**src/rtl/multicycle_ctrl.sv**
```systemverilog
`default_nettype none
// ============================================================================
//  Module      : multicycle_ctrl
//  Description : Control FSM for a multicycle RV32 subset datapath
//                (R, I-ALU, LW, SW, BEQ/BNE, JAL, LUI) with a memory-wait
//                watchdog that parks the controller in a sticky FAULT state.
//  Revision    : 1.0 - initial release
// ============================================================================
module multicycle_ctrl #(
    parameter int TIMEOUT_CYCLES = 16
) (
    input  logic        iClk,
    input  logic        iRstN,
    input  logic [32:1] iInstr,
    input  logic        iZero,
    input  logic        iMemReady,
    output logic        oPCWrite,
    output logic        oPCSrc,
    output logic        oIRWrite,
    output logic        oMemRead,
    output logic        oMemWrite,
    output logic        oRegWrite,
    output logic [4:1]  oAluCtrl,
    output logic        oAluSrc,
    output logic [3:1]  oImmSrc,
    output logic [2:1]  oResultSrc,
    output logic [3:1]  oState,
    output logic        oFault
);

    // ------------------------------------------------------------------
    // Encodings
    // ------------------------------------------------------------------
    typedef enum logic [2:0] {
        S_FETCH  = 3'b000,
        S_DECODE = 3'b001,
        S_EXEC   = 3'b010,
        S_MEM    = 3'b011,
        S_WB     = 3'b100,
        S_FAULT  = 3'b111
    } state_t;

    typedef enum logic [2:0] {
        CLS_R   = 3'd0,
        CLS_I   = 3'd1,
        CLS_LW  = 3'd2,
        CLS_SW  = 3'd3,
        CLS_BR  = 3'd4,
        CLS_JAL = 3'd5,
        CLS_LUI = 3'd6
    } cls_t;

    localparam logic [6:0] OP_R   = 7'b0110011;
    localparam logic [6:0] OP_I   = 7'b0010011;
    localparam logic [6:0] OP_LW  = 7'b0000011;
    localparam logic [6:0] OP_SW  = 7'b0100011;
    localparam logic [6:0] OP_BR  = 7'b1100011;
    localparam logic [6:0] OP_JAL = 7'b1101111;
    localparam logic [6:0] OP_LUI = 7'b0110111;

    localparam logic [3:0] ALU_ADD   = 4'b0000;
    localparam logic [3:0] ALU_SUB   = 4'b0001;
    localparam logic [3:0] ALU_AND   = 4'b0010;
    localparam logic [3:0] ALU_OR    = 4'b0011;
    localparam logic [3:0] ALU_XOR   = 4'b0100;
    localparam logic [3:0] ALU_SLT   = 4'b0101;
    localparam logic [3:0] ALU_SLL   = 4'b0110;
    localparam logic [3:0] ALU_SRL   = 4'b0111;
    localparam logic [3:0] ALU_SRA   = 4'b1000;
    localparam logic [3:0] ALU_PASSB = 4'b1001;

    localparam logic [2:0] IMM_I = 3'b000;
    localparam logic [2:0] IMM_S = 3'b001;
    localparam logic [2:0] IMM_B = 3'b010;
    localparam logic [2:0] IMM_J = 3'b011;
    localparam logic [2:0] IMM_U = 3'b100;

    localparam logic [1:0] RES_ALU = 2'b00;
    localparam logic [1:0] RES_MEM = 2'b01;
    localparam logic [1:0] RES_PC4 = 2'b10;

    localparam int              CNT_W   = $clog2(TIMEOUT_CYCLES + 1);
    localparam logic [CNT_W-1:0] CNT_MAX = CNT_W'(TIMEOUT_CYCLES);

    // ------------------------------------------------------------------
    // Instruction field extraction (port is numbered from bit 1)
    // ------------------------------------------------------------------
    logic [6:0] w_opcode;
    logic [2:0] w_funct3;
    logic       w_funct7b5;
    logic       unused_instr_bits;

    assign w_opcode   = iInstr[7:1];
    assign w_funct3   = iInstr[15:13];
    assign w_funct7b5 = iInstr[31];
    assign unused_instr_bits = ^{iInstr[32], iInstr[30:16], iInstr[12:8]};

    // ------------------------------------------------------------------
    // State
    // ------------------------------------------------------------------
    state_t           state_q,  state_d;
    logic [CNT_W-1:0] cnt_q,    cnt_d;
    cls_t             cls_q,    cls_d;
    logic [2:0]       funct3_q, funct3_d;
    logic             f7b5_q,   f7b5_d;

    // ALU operation for R/I-type arithmetic; SUB only exists for R-type
    function automatic logic [3:0] alu_from_funct(input logic [2:0] f3,
                                                  input logic       f7b5,
                                                  input logic       allow_sub);
        logic [3:0] op;
        case (f3)
            3'b000:  op = (allow_sub && f7b5) ? ALU_SUB : ALU_ADD;
            3'b100:  op = ALU_XOR;
            3'b110:  op = ALU_OR;
            3'b111:  op = ALU_AND;
            3'b010:  op = ALU_SLT;
            3'b001:  op = ALU_SLL;
            3'b101:  op = f7b5 ? ALU_SRA : ALU_SRL;
            default: op = ALU_ADD;
        endcase
        return op;
    endfunction

    // Next-state, wait counter and decoded-instruction capture
    always_comb begin
        state_d  = state_q;
        cnt_d    = cnt_q;
        cls_d    = cls_q;
        funct3_d = funct3_q;
        f7b5_d   = f7b5_q;

        case (state_q)
            S_FETCH: begin
                if (iMemReady) begin
                    state_d = S_DECODE;
                end else if (cnt_q == CNT_MAX) begin
                    state_d = S_FAULT;
                end else begin
                    cnt_d = cnt_q + CNT_W'(1);
                end
            end

            S_DECODE: begin
                // Capture the decode so later states do not depend on iInstr
                funct3_d = w_funct3;
                f7b5_d   = w_funct7b5;
                state_d  = S_EXEC;
                case (w_opcode)
                    OP_R:    cls_d = CLS_R;
                    OP_I:    cls_d = CLS_I;
                    OP_LW:   cls_d = CLS_LW;
                    OP_SW:   cls_d = CLS_SW;
                    OP_BR:   cls_d = CLS_BR;
                    OP_JAL:  cls_d = CLS_JAL;
                    OP_LUI:  cls_d = CLS_LUI;
                    default: state_d = S_FAULT;
                endcase
            end

            S_EXEC: begin
                case (cls_q)
                    CLS_R, CLS_I, CLS_LUI: state_d = S_WB;
                    CLS_LW, CLS_SW: begin
                        state_d = S_MEM;
                        cnt_d   = '0;
                    end
                    CLS_BR: begin
                        if (funct3_q == 3'b000 || funct3_q == 3'b001) begin
                            state_d = S_FETCH;
                            cnt_d   = '0;
                        end else begin
                            state_d = S_FAULT;
                        end
                    end
                    CLS_JAL: begin
                        state_d = S_FETCH;
                        cnt_d   = '0;
                    end
                    default: state_d = S_FAULT;
                endcase
            end

            S_MEM: begin
                if (iMemReady) begin
                    if (cls_q == CLS_LW) begin
                        state_d = S_WB;
                    end else begin
                        state_d = S_FETCH;
                        cnt_d   = '0;
                    end
                end else if (cnt_q == CNT_MAX) begin
                    state_d = S_FAULT;
                end else begin
                    cnt_d = cnt_q + CNT_W'(1);
                end
            end

            S_WB: begin
                state_d = S_FETCH;
                cnt_d   = '0;
            end

            S_FAULT: state_d = S_FAULT;

            default: state_d = S_FAULT;
        endcase
    end

    // State register with asynchronous active-low reset
    always_ff @(posedge iClk or negedge iRstN) begin
        if (!iRstN) begin
            state_q  <= S_FETCH;
            cnt_q    <= '0;
            cls_q    <= CLS_R;
            funct3_q <= 3'b000;
            f7b5_q   <= 1'b0;
        end else begin
            state_q  <= state_d;
            cnt_q    <= cnt_d;
            cls_q    <= cls_d;
            funct3_q <= funct3_d;
            f7b5_q   <= f7b5_d;
        end
    end

    // ------------------------------------------------------------------
    // Control outputs: decoded from current state, latched class and the
    // same-cycle handshake/zero inputs
    // ------------------------------------------------------------------
    logic       pc_write, pc_src, ir_write, mem_read, mem_write, reg_write;
    logic [3:0] alu_ctrl;
    logic       alu_src;
    logic [2:0] imm_src;
    logic [1:0] result_src;
    logic       in_datapath;

    assign in_datapath = (state_q == S_EXEC) || (state_q == S_MEM) || (state_q == S_WB);

    // Per-state strobes and per-class datapath selects
    always_comb begin
        pc_write   = 1'b0;
        pc_src     = 1'b0;
        ir_write   = 1'b0;
        mem_read   = 1'b0;
        mem_write  = 1'b0;
        reg_write  = 1'b0;
        alu_ctrl   = ALU_ADD;
        alu_src    = 1'b0;
        imm_src    = IMM_I;
        result_src = RES_ALU;

        // Selects stay stable across EXEC/MEM/WB so the datapath result holds
        if (in_datapath) begin
            case (cls_q)
                CLS_R:   alu_ctrl = alu_from_funct(funct3_q, f7b5_q, 1'b1);
                CLS_I: begin
                    alu_ctrl = alu_from_funct(funct3_q, f7b5_q, 1'b0);
                    alu_src  = 1'b1;
                end
                CLS_LW:  alu_src = 1'b1;
                CLS_SW: begin
                    alu_src = 1'b1;
                    imm_src = IMM_S;
                end
                CLS_BR: begin
                    alu_ctrl = ALU_SUB;
                    imm_src  = IMM_B;
                end
                CLS_JAL: imm_src = IMM_J;
                CLS_LUI: begin
                    alu_ctrl = ALU_PASSB;
                    alu_src  = 1'b1;
                    imm_src  = IMM_U;
                end
                default: alu_ctrl = ALU_ADD;
            endcase
        end

        case (state_q)
            S_FETCH: begin
                mem_read = 1'b1;
                if (iMemReady) begin
                    ir_write = 1'b1;
                    pc_write = 1'b1;
                end
            end
            S_EXEC: begin
                if (cls_q == CLS_BR) begin
                    pc_src = 1'b1;
                    if (funct3_q == 3'b000) begin
                        pc_write = iZero;
                    end else if (funct3_q == 3'b001) begin
                        pc_write = !iZero;
                    end
                end else if (cls_q == CLS_JAL) begin
                    pc_src     = 1'b1;
                    pc_write   = 1'b1;
                    result_src = RES_PC4;
                    reg_write  = 1'b1;
                end
            end
            S_MEM: begin
                mem_read  = (cls_q == CLS_LW);
                mem_write = (cls_q == CLS_SW);
            end
            S_WB: begin
                reg_write  = 1'b1;
                result_src = (cls_q == CLS_LW) ? RES_MEM : RES_ALU;
            end
            default: begin
                pc_write = 1'b0;
            end
        endcase
    end

    // Reset low must silence everything immediately, even FETCH's read strobe
    assign oPCWrite   = iRstN & pc_write;
    assign oPCSrc     = iRstN & pc_src;
    assign oIRWrite   = iRstN & ir_write;
    assign oMemRead   = iRstN & mem_read;
    assign oMemWrite  = iRstN & mem_write;
    assign oRegWrite  = iRstN & reg_write;
    assign oAluCtrl   = iRstN ? alu_ctrl   : 4'b0000;
    assign oAluSrc    = iRstN & alu_src;
    assign oImmSrc    = iRstN ? imm_src    : 3'b000;
    assign oResultSrc = iRstN ? result_src : 2'b00;
    assign oState     = state_q;
    assign oFault     = (state_q == S_FAULT);

endmodule
`default_nettype wire

```
**config.mk**
```make
export PLATFORM = sky130hd
export DESIGN_NAME = multicycle_ctrl
export DESIGN_NICKNAME = d
export VERILOG_FILES = /design/src/rtl/multicycle_ctrl.sv
export SDC_FILE = /design/constraint.sdc
export NUM_CORES = 1
export LEC_CHECK = 0
export BUFFER_PORTS_ARGS = -buffer_cell sky130_fd_sc_hd__buf_2
export CAP_MARGIN = 20
export CORE_ASPECT_RATIO = 1.4
export CORE_UTILIZATION = 44
export CTS_CLUSTER_SIZE = 8
export DETAILED_ROUTE_END_ITERATION = 8
export GPL_ROUTABILITY_DRIVEN = 0
export PLACE_DENSITY = 0.77
export SYNTH_ARGS = -nofsm -noshare
export SYNTH_HDL_FRONTEND = slang
export SYNTH_SLANG_ARGS = --single-unit
```
**constraint.sdc**
```tcl
create_clock -name iClk -period 1.6 [get_ports iClk]
set_input_delay 0.08 -clock iClk [delete_from_list [all_inputs] [get_ports iClk]]
set_output_delay 0.08 -clock iClk [all_outputs]
set_load 0.05 [all_outputs]
```
==> results of run 1 <==
==> metal layers <==
metal	GRT usage [%]	share of wire [%]	vias up
met5	0	0	-
met4	12.50	2.9	0
met2	57.19	56	60
met1	30.85	37	787
met3	3.556	3.3	20
li1	-	-	748
==> cells by family (layout without fill, tap and decap cells) <==
family | count (synthesis) | count (layout) | share of synthesized area, %
AND/OR/NAND/NOR | 78 | 78 | 32.12
adder cells (fa/ha/maj) | 2 | 2 | 1.815
XOR/XNOR | 3 | 3 | 1.906
flip-flops | 15 | 15 | 27.22
multiplexers | 4 | 4 | 3.267
AO/OA/AOI/OAI | 46 | 46 | 26.68
buffers and inverters | 19 | 90 | 6.987
==> flip-flops by register name, indices dropped and copies added (netlist names) <==
signal,flops
f7b5_q,1
cnt_q,5
cls_q,3
oState,3
funct3_q,3
==> cell usage after synthesis (all sizes together), types with 2 or more instances <==
| cell type | count | share of area (%) |
|---|---|---|
| a211oi | 4 | 2.2 |
| a21oi | 11 | 5.1 |
| a31oi | 2 | 0.91 |
| and2 | 2 | 0.91 |
| and3 | 2 | 0.91 |
| buf | 6 | 3.4 |
| clkbuf | 3 | 0.82 |
| dfrtp | 15 | 27 |
| ha | 2 | 1.8 |
| inv | 10 | 2.7 |
| mux2 | 4 | 3.3 |
| nand2 | 16 | 4.5 |
| nand2b | 4 | 2.9 |
| nand3 | 9 | 3.6 |
| nor2 | 17 | 4.8 |
| nor2b | 4 | 1.8 |
| nor3 | 6 | 2.2 |
| nor3b | 3 | 2.0 |
| nor4 | 4 | 1.8 |
| o21ai | 15 | 5.7 |
| o311ai | 2 | 3.8 |
| o31ai | 4 | 3.3 |
| o32ai | 2 | 1.3 |
| or2 | 2 | 1.1 |
| or3 | 3 | 1.4 |
| xnor2 | 2 | 1.3 |
==> worst max-delay path by stage <==
stage | start | to | slack (ps) | depth (start not counted)
after floorplan | oState[2]$_DFF_PN0_ | oAluCtrl[3] | -130 | 6
after global placement | oState[3]$_DFF_PN0_ | oAluCtrl[3] | -60 | 6
after detailed placement | oState[3]$_DFF_PN0_ | oAluCtrl[3] | -80 | 6
after CTS | oState[3]$_DFF_PN0_ | oAluCtrl[3] | -210 | 6
after global routing | oState[3]$_DFF_PN0_ | oAluCtrl[3] | -280 | 6
final | oState[3]$_DFF_PN0_ | oAluCtrl[3] | -220 | 6
==> through the flow <==
| step | hold WS (ps) | utilization, % | TNS (ps) | std cells | setup WS (ps) |
|---|---|---|---|---|---|
| 3_5_place_dp | 154.6 | 66.92 | -305.7 | 259 | -84.68 |
| 4_1_cts | 63.30 | 75.11 | -2086 | 268 | -211.3 |
| 6_report | 61.11 | 78.30 | -2425 | 275 | -220.8 |
| 3_3_place_gp | 143.2 | 66.92 | -77.79 | 259 | -56.89 |
| 2_1_floorplan | -215.6 | - | -754.4 | 167 | -129.5 |
| 5_1_grt | 64.54 | 78.30 | -3599 | 275 | -280.9 |
==> layout make-up <==
class                      instances  share of cell area [%]
tap                               37                   2.014
multi-input combinational        133                   51.77
sequential                        15                   16.82
timing repair buffer              76                   25.64
inverter                          10                   1.796
clock buffer                       4                   1.960
==> what timing repair did <==
item / CTS / global route
hold buffers: 1 / 0
resized for setup: 49 / 14
setup endpoints to repair: 25 / 30
pin swaps: 5 / 7
buffers inserted: 4 / 7
hold endpoints to repair: 15 / 0
==> where the power goes <==
part | internal [uW] | switching [uW]
Clock | 176 | 140
Combinational | 1010 | 1310
Sequential | 521 | 225
==> critical path, delay by kind of cell (launching register included) <==
kind	cells	cell delay (ps)
buffers and inverters	1	140
and+or+nand+nor	4	780
DFF	1	510
AOI/OAI and AO/OA	1	60
==> results by group, run 1 <==
Floorplanning
  – Initial core utilization: between 40% and 50%
  – Core area: about 3000 um2
  – Num rows: 23
  – Die Area: 3365 um2
  – Die Ht: roughly 70 um
  – Top-level I/O count: between 50 and 60
  – Die Wd: 49.31 um

Run status
  – Status: finished, violations left
  – Failing checks: negative setup slack

Worst hold path
  – Hold/Removal Path Class: in -> reg
  – WHS Path Cells: 2
  – Hold Path Sink: funct3_q[0]$_DFFE_PN0P_
  – Hold Crit Start: iInstr[13]

Layout
  – Commonest non-fill, non-tap cells in the layout: 39 x buf_4, 19 x buf_2, 13 x buf_6
  – Synth-to-Final Area Change: 66.70%
  – Antenna diodes: 0
  – Multi-input gate area: roughly 1200 um2
  – Fin nets: 277
  – Area occupied by registers: 386.6 um2
  – # fillers: 200
  – Most common cell after layout, fill and taps aside: buf_4
  – Share of layout cells above drive strength 1: around three fifths
  – Design area: 2298 um2

Logic synthesis
  – Ys async rst share: 100.0%
  – Count of cell types in the netlist: 52
  – Synthesis-stage register bit count: 15
  – Post-synth EDFFs: 0
  – Top FF cell, synth: dfrtp_1
  – YS warnings: 0
  – Seq/Total Area, Yosys: approximately 27%
  – Mapped Area: 1379 um2
  – Post-synthesis area per instance: between 8 and 9 um2
  – Post-Syn Nets: a little over 200
  – Post-Synthesis Cells: roughly 170

Worst setup path
  – CP cell instances: nor2b_4 -> a21oi_2 -> nand2b_4 -> nor4_4 -> and3_4 -> buf_8
  – Setup CP Type: reg -> out
  – Worst EP required: roughly 1500 ps
  – Crit path DAT: between 1500 and 2000 ps
  – R2R setup slack: -110 ps
  – CP endpoint kind: output port
  – Worst Reg-to-Reg Cells: 6
  – Launching point of the worst reg2reg path: oState[1]$_DFF_PN0_
  – CP peak stage delay: around 500 ps
  – CP Launch Type: register
  – Reg-to-Reg End: cnt_q[2]$_DFFE_PN0P_
  – CP max-delay cell: dfrtp_4
  – CP max FO: 4

Global routing
  – First-pass GRT wire length: approximately 7500 um
  – Largest net degree at the start of global routing: 11
  – Congestion Overflow GR: 0
  – Initial antenna violation count: 0
  – Vias in the first global route: roughly 1,600
  – Global Route Usage Sum: between 20% and 30%

Timing
  – # setup viols final: 22
  – Tmin final: 1821 ps
  – Fin worst setup slack: -220.8 ps
  – Slew margin rel.: 72.32%
  – Max Slew Vio Count: 0
  – Clk_skew: approximately 2.2 ps
  – Worst slew pin tran: approximately 410 ps
  – Fmax achieved: about 550 MHz
  – Final Hold Fails: 0
  – RSZ-0062 raised after global routing: true
  – Final Cycle Share: 113.8%

Detailed routing
  – DR vias: between 1,500 and 2,000
  – Drc violations: 0
  – Detailed Routing Iterations Pass 1: 4
  – Drt initial violations: between 40 and 50
  – Routed Antenna Nets: 0
  – Post-detailed-route wirelength per cell: approximately 17 um
  – Final WL: 4799 um
  – Vias/cell: 5.873

CTS
  – Num CTS Buffers: 3
  – CTS max path bufs: 2
  – CTS root buf: clkbuf_8
  – Clk sink count: 15
  – CTS H-Tree Depth: 1
  – TritonCTS clock tree: built
  – Clk_lat worst skew: between 200 and 300 ps
  – Reg clk slew, reported paths: about 60 ps

Placement
  – DP HPWL: 3490 um
  – Placed Area: 1964 um2
  – Port Buf Inserts: 34

Power
  – Leak Pwr: roughly 0.00096 uW
  – Worst VDD drop: between 1000 and 1500 uV
  – Post-route total power: 3377 uW
  – Power per Cell Area: roughly 1500 nW/um2

Job
  – Max-cap violations: 0
No activity file was read; power rests on OpenSTA's default activity.
==> inputs of run 2 (changes only) <==
--- a/config.mk
+++ b/config.mk
@@ -13,6 +13,7 @@
 export DETAILED_ROUTE_END_ITERATION = 8
 export GPL_ROUTABILITY_DRIVEN = 0
 export PLACE_DENSITY = 0.77
+export SETUP_SLACK_MARGIN = 0.1
 export SYNTH_ARGS = -nofsm -noshare
 export SYNTH_HDL_FRONTEND = slang
 export SYNTH_SLANG_ARGS = --single-unit
==> results by group, run 2 (synthesis results as in run 1) <==
Global routing
  – Global Route Usage Sum: 28.95% (was 29.07%)
  – First-pass GRT wire length: 7272 um (was 7458 um)
  – Congestion Overflow GR: 0 (unchanged)
  – Largest net degree at the start of global routing: 11 (unchanged)
  – Initial antenna violation count: 0 (unchanged)
  – Vias in the first global route: 1,628 (was 1,637)

CTS
  – CTS max path bufs: 2 (unchanged)
  – CTS H-Tree Depth: 1 (unchanged)
  – Num CTS Buffers: 3 (unchanged)
  – Clk sink count: 15 (unchanged)
  – Clk_lat worst skew: 250 ps (about the same)
  – Reg clk slew, reported paths: 60 ps (about the same)
  – TritonCTS clock tree: built (unchanged)
  – CTS root buf: clkbuf_8 (unchanged)

Layout
  – Fin nets: 277 (unchanged)
  – Max FFs per register: 5 (unchanged)
  – # fillers: 166 (was 200)
  – Synth-to-Final Area Change: 76.04% (was 66.70%)
  – Commonest non-fill, non-tap cells in the layout: 34 x buf_4, 20 x buf_6, 17 x buf_2 (was 39 x buf_4, 19 x buf_2, 13 x buf_6)
  – Biggest register: cnt_q (unchanged)
  – Share of layout cells above drive strength 1: 65.55% (was 60.08%)
  – Antenna diodes: 0 (unchanged)
  – Most common cell after layout, fill and taps aside: buf_4 (unchanged)

Timing
  – # setup viols final: 27 (was 22)
  – Fin worst setup slack: -222.2 ps (was -220.8 ps)
  – Final Cycle Share: 113.9% (was 113.8%)
  – TNS Setup: -3536 ps (was -2425 ps)
  – Tmin final: 1822 ps (was 1821 ps)
  – Clk_skew: 3.275 ps (was 2.158 ps)
  – Fmax achieved: 548.8 MHz (was 549.2 MHz)
  – RSZ-0062 raised after global routing: true (unchanged)
  – Worst hold slack: 57.22 ps (was 61.11 ps)
  – Final Hold Fails: 0 (unchanged)
  – Max Slew Vio Count: 0 (unchanged)
  – Slew margin rel.: 71.12% (was 72.32%)
  – Worst slew pin tran: 432.5 ps (was 414.6 ps)

Worst hold path
  – Hold Crit Start: iInstr[14] (was iInstr[13])
  – Hold/Removal Path Class: in -> reg (unchanged)
  – Hold Path Sink: funct3_q[1]$_DFFE_PN0P_ (was funct3_q[0]$_DFFE_PN0P_)
  – WHS Path Cells: 2 (unchanged)

Worst setup path
  – Crit. path cell count: 6 (unchanged)
  – Critical path buffers and inverters: 3 (was 1)
  – CP peak stage delay: 510 ps (about the same)
  – R2R setup slack: -220 ps (was -110 ps)
  – Crit path DAT: 1970 ps (was 1740 ps)
  – Reg-to-Reg End: cnt_q[2]$_DFFE_PN0P_ (unchanged)
  – Launching point of the worst reg2reg path: oState[3]$_DFF_PN0_ (was oState[1]$_DFF_PN0_)
  – Worst Reg-to-Reg Cells: 6 (unchanged)
  – Setup CP Type: reg -> reg (was reg -> out)
  – CP cell instances: buf_4 -> buf_6 -> buf_8 -> a22o_4 -> or2_4 -> o41ai_2 (was nor2b_4 -> a21oi_2 -> nand2b_4 -> nor4_4 -> and3_4 -> buf_8)
  – Worst EP required: 1750 ps (was 1520 ps)
  – CP Launch Type: register (unchanged)
  – CP endpoint kind: register (was output port)
  – CP max FO: 8 (was 4)
  – CP max-delay cell: dfrtp_4 (unchanged)
  – Cell family with most CP delay: flip-flops (was simple AND/OR/NAND/NOR gates)

Detailed routing
  – Final WL: 5059 um (was 4799 um)
  – DR vias: 1,645 (was 1,615)
  – Routed Antenna Nets: 0 (unchanged)
  – Drt initial violations: 55 (was 49)
  – Post-detailed-route wirelength per cell: 18.40 um (was 17.45 um)
  – Detailed Routing Iterations Pass 1: 4 (unchanged)
  – Drc violations: 0 (unchanged)
  – Vias/cell: 5.982 (was 5.873)

Power
  – Worst VDD drop: 1323 uV (was 1046 uV)
  – Power per Cell Area: 1482 nW/um2 (was 1469 nW/um2)
  – Leak Pwr: 0.0009869 uW (was 0.0009565 uW)

Placement
  – Port Buf Inserts: 34 (unchanged)
  – DP HPWL: 3280 um (was 3490 um)

Floorplanning
  – Die Ht: 68.24 um (unchanged)
  – Die Wd: 49.31 um (unchanged)
  – Initial core utilization: 46.97% (unchanged)
  – Core area: 2935 um2 (unchanged)
  – Top-level I/O count: 56 (unchanged)
  – Die Area: 3365 um2 (unchanged)
  – Num rows: 23 (unchanged)

Run status
  – Status: finished, violations left (unchanged)
  – Failing checks: negative setup slack (unchanged)

Job
  – Max-cap violations: 0 (unchanged)
## run 2: changes by cell type in the layout (fill, tap and decap cells not counted), moves of 2 or more
cell and change:
nand2_1 -2, o21ai_1 -2, buf_4 -5, buf_6 +7, o31ai_4 +4, buf_2 -2
o32ai_1 -2, nand2_2 +2, o32ai_2 +2, clkbuf_4 -2, o31ai_2 -3
## run 2: what timing repair did
item                                    4_1_cts  5_1_grt
buffers inserted                              5        7
hold buffers                                  1        0
pin swaps                                     2       11
hold endpoints to repair                     15        0
endpoints found under the setup margin       32       32
gates resized for setup                      62       26
## run 2: final cells by class
class                      count  area, um2  area share, %
tap                           37      46.29          1.907
inverter                      10      41.29          1.701
clock inverter                 1      5.005         0.2062
timing repair buffer          76      625.6          25.77
multi-input combinational    133       1280          52.73
sequential                    15      387.9          15.98
clock buffer                   3      41.29          1.701
## run 2: worst max-delay path by stage
| stage | start | to | slack [ps] |
|---|---|---|---|
| after floorplan | oState[2]$_DFF_PN0_ | oAluCtrl[3] | -130 |
| after global placement | oState[3]$_DFF_PN0_ | oAluCtrl[3] | -60 |
| after detailed placement | oState[3]$_DFF_PN0_ | oAluCtrl[3] | -100 |
| after CTS | oState[3]$_DFF_PN0_ | oAluCtrl[3] | -210 |
| after global routing | oState[3]$_DFF_PN0_ | oAluCtrl[3] | -310 |
| final | oState[3]$_DFF_PN0_ | cnt_q[2]$_DFFE_PN0P_ | -220 |
## run 2: per-layer routing
metal,track usage (%),wire length [um]
met1,26.72,1841
met2,60.27,2919
met3,5.111,125
met4,13.60,173
met5,0,0
## run 2: through the flow
stage / total power (uW) / util (%) / instances / cell area, um2 / setup slack [ps]
floorplan: 2025 / - / 167 / 1599 / -127.5
finish: 3598 / 82.69 / 275 / 2427 / -222.2
detailed placement: 2605 / 66.88 / 258 / 1963 / -102.4
global route: 3763 / 82.69 / 275 / 2427 / -306.3
global placement: 2524 / 66.88 / 258 / 1963 / -63.94
CTS: 3188 / 76.60 / 268 / 2248 / -211.1
## run 2: power by group
part	switching [uW]	internal (uW)	leakage (uW)	total, uW
logic	1420	1110	0.000788	2530
registers	231	521	0.000173	752
clock network	143	173	0.0000255	316
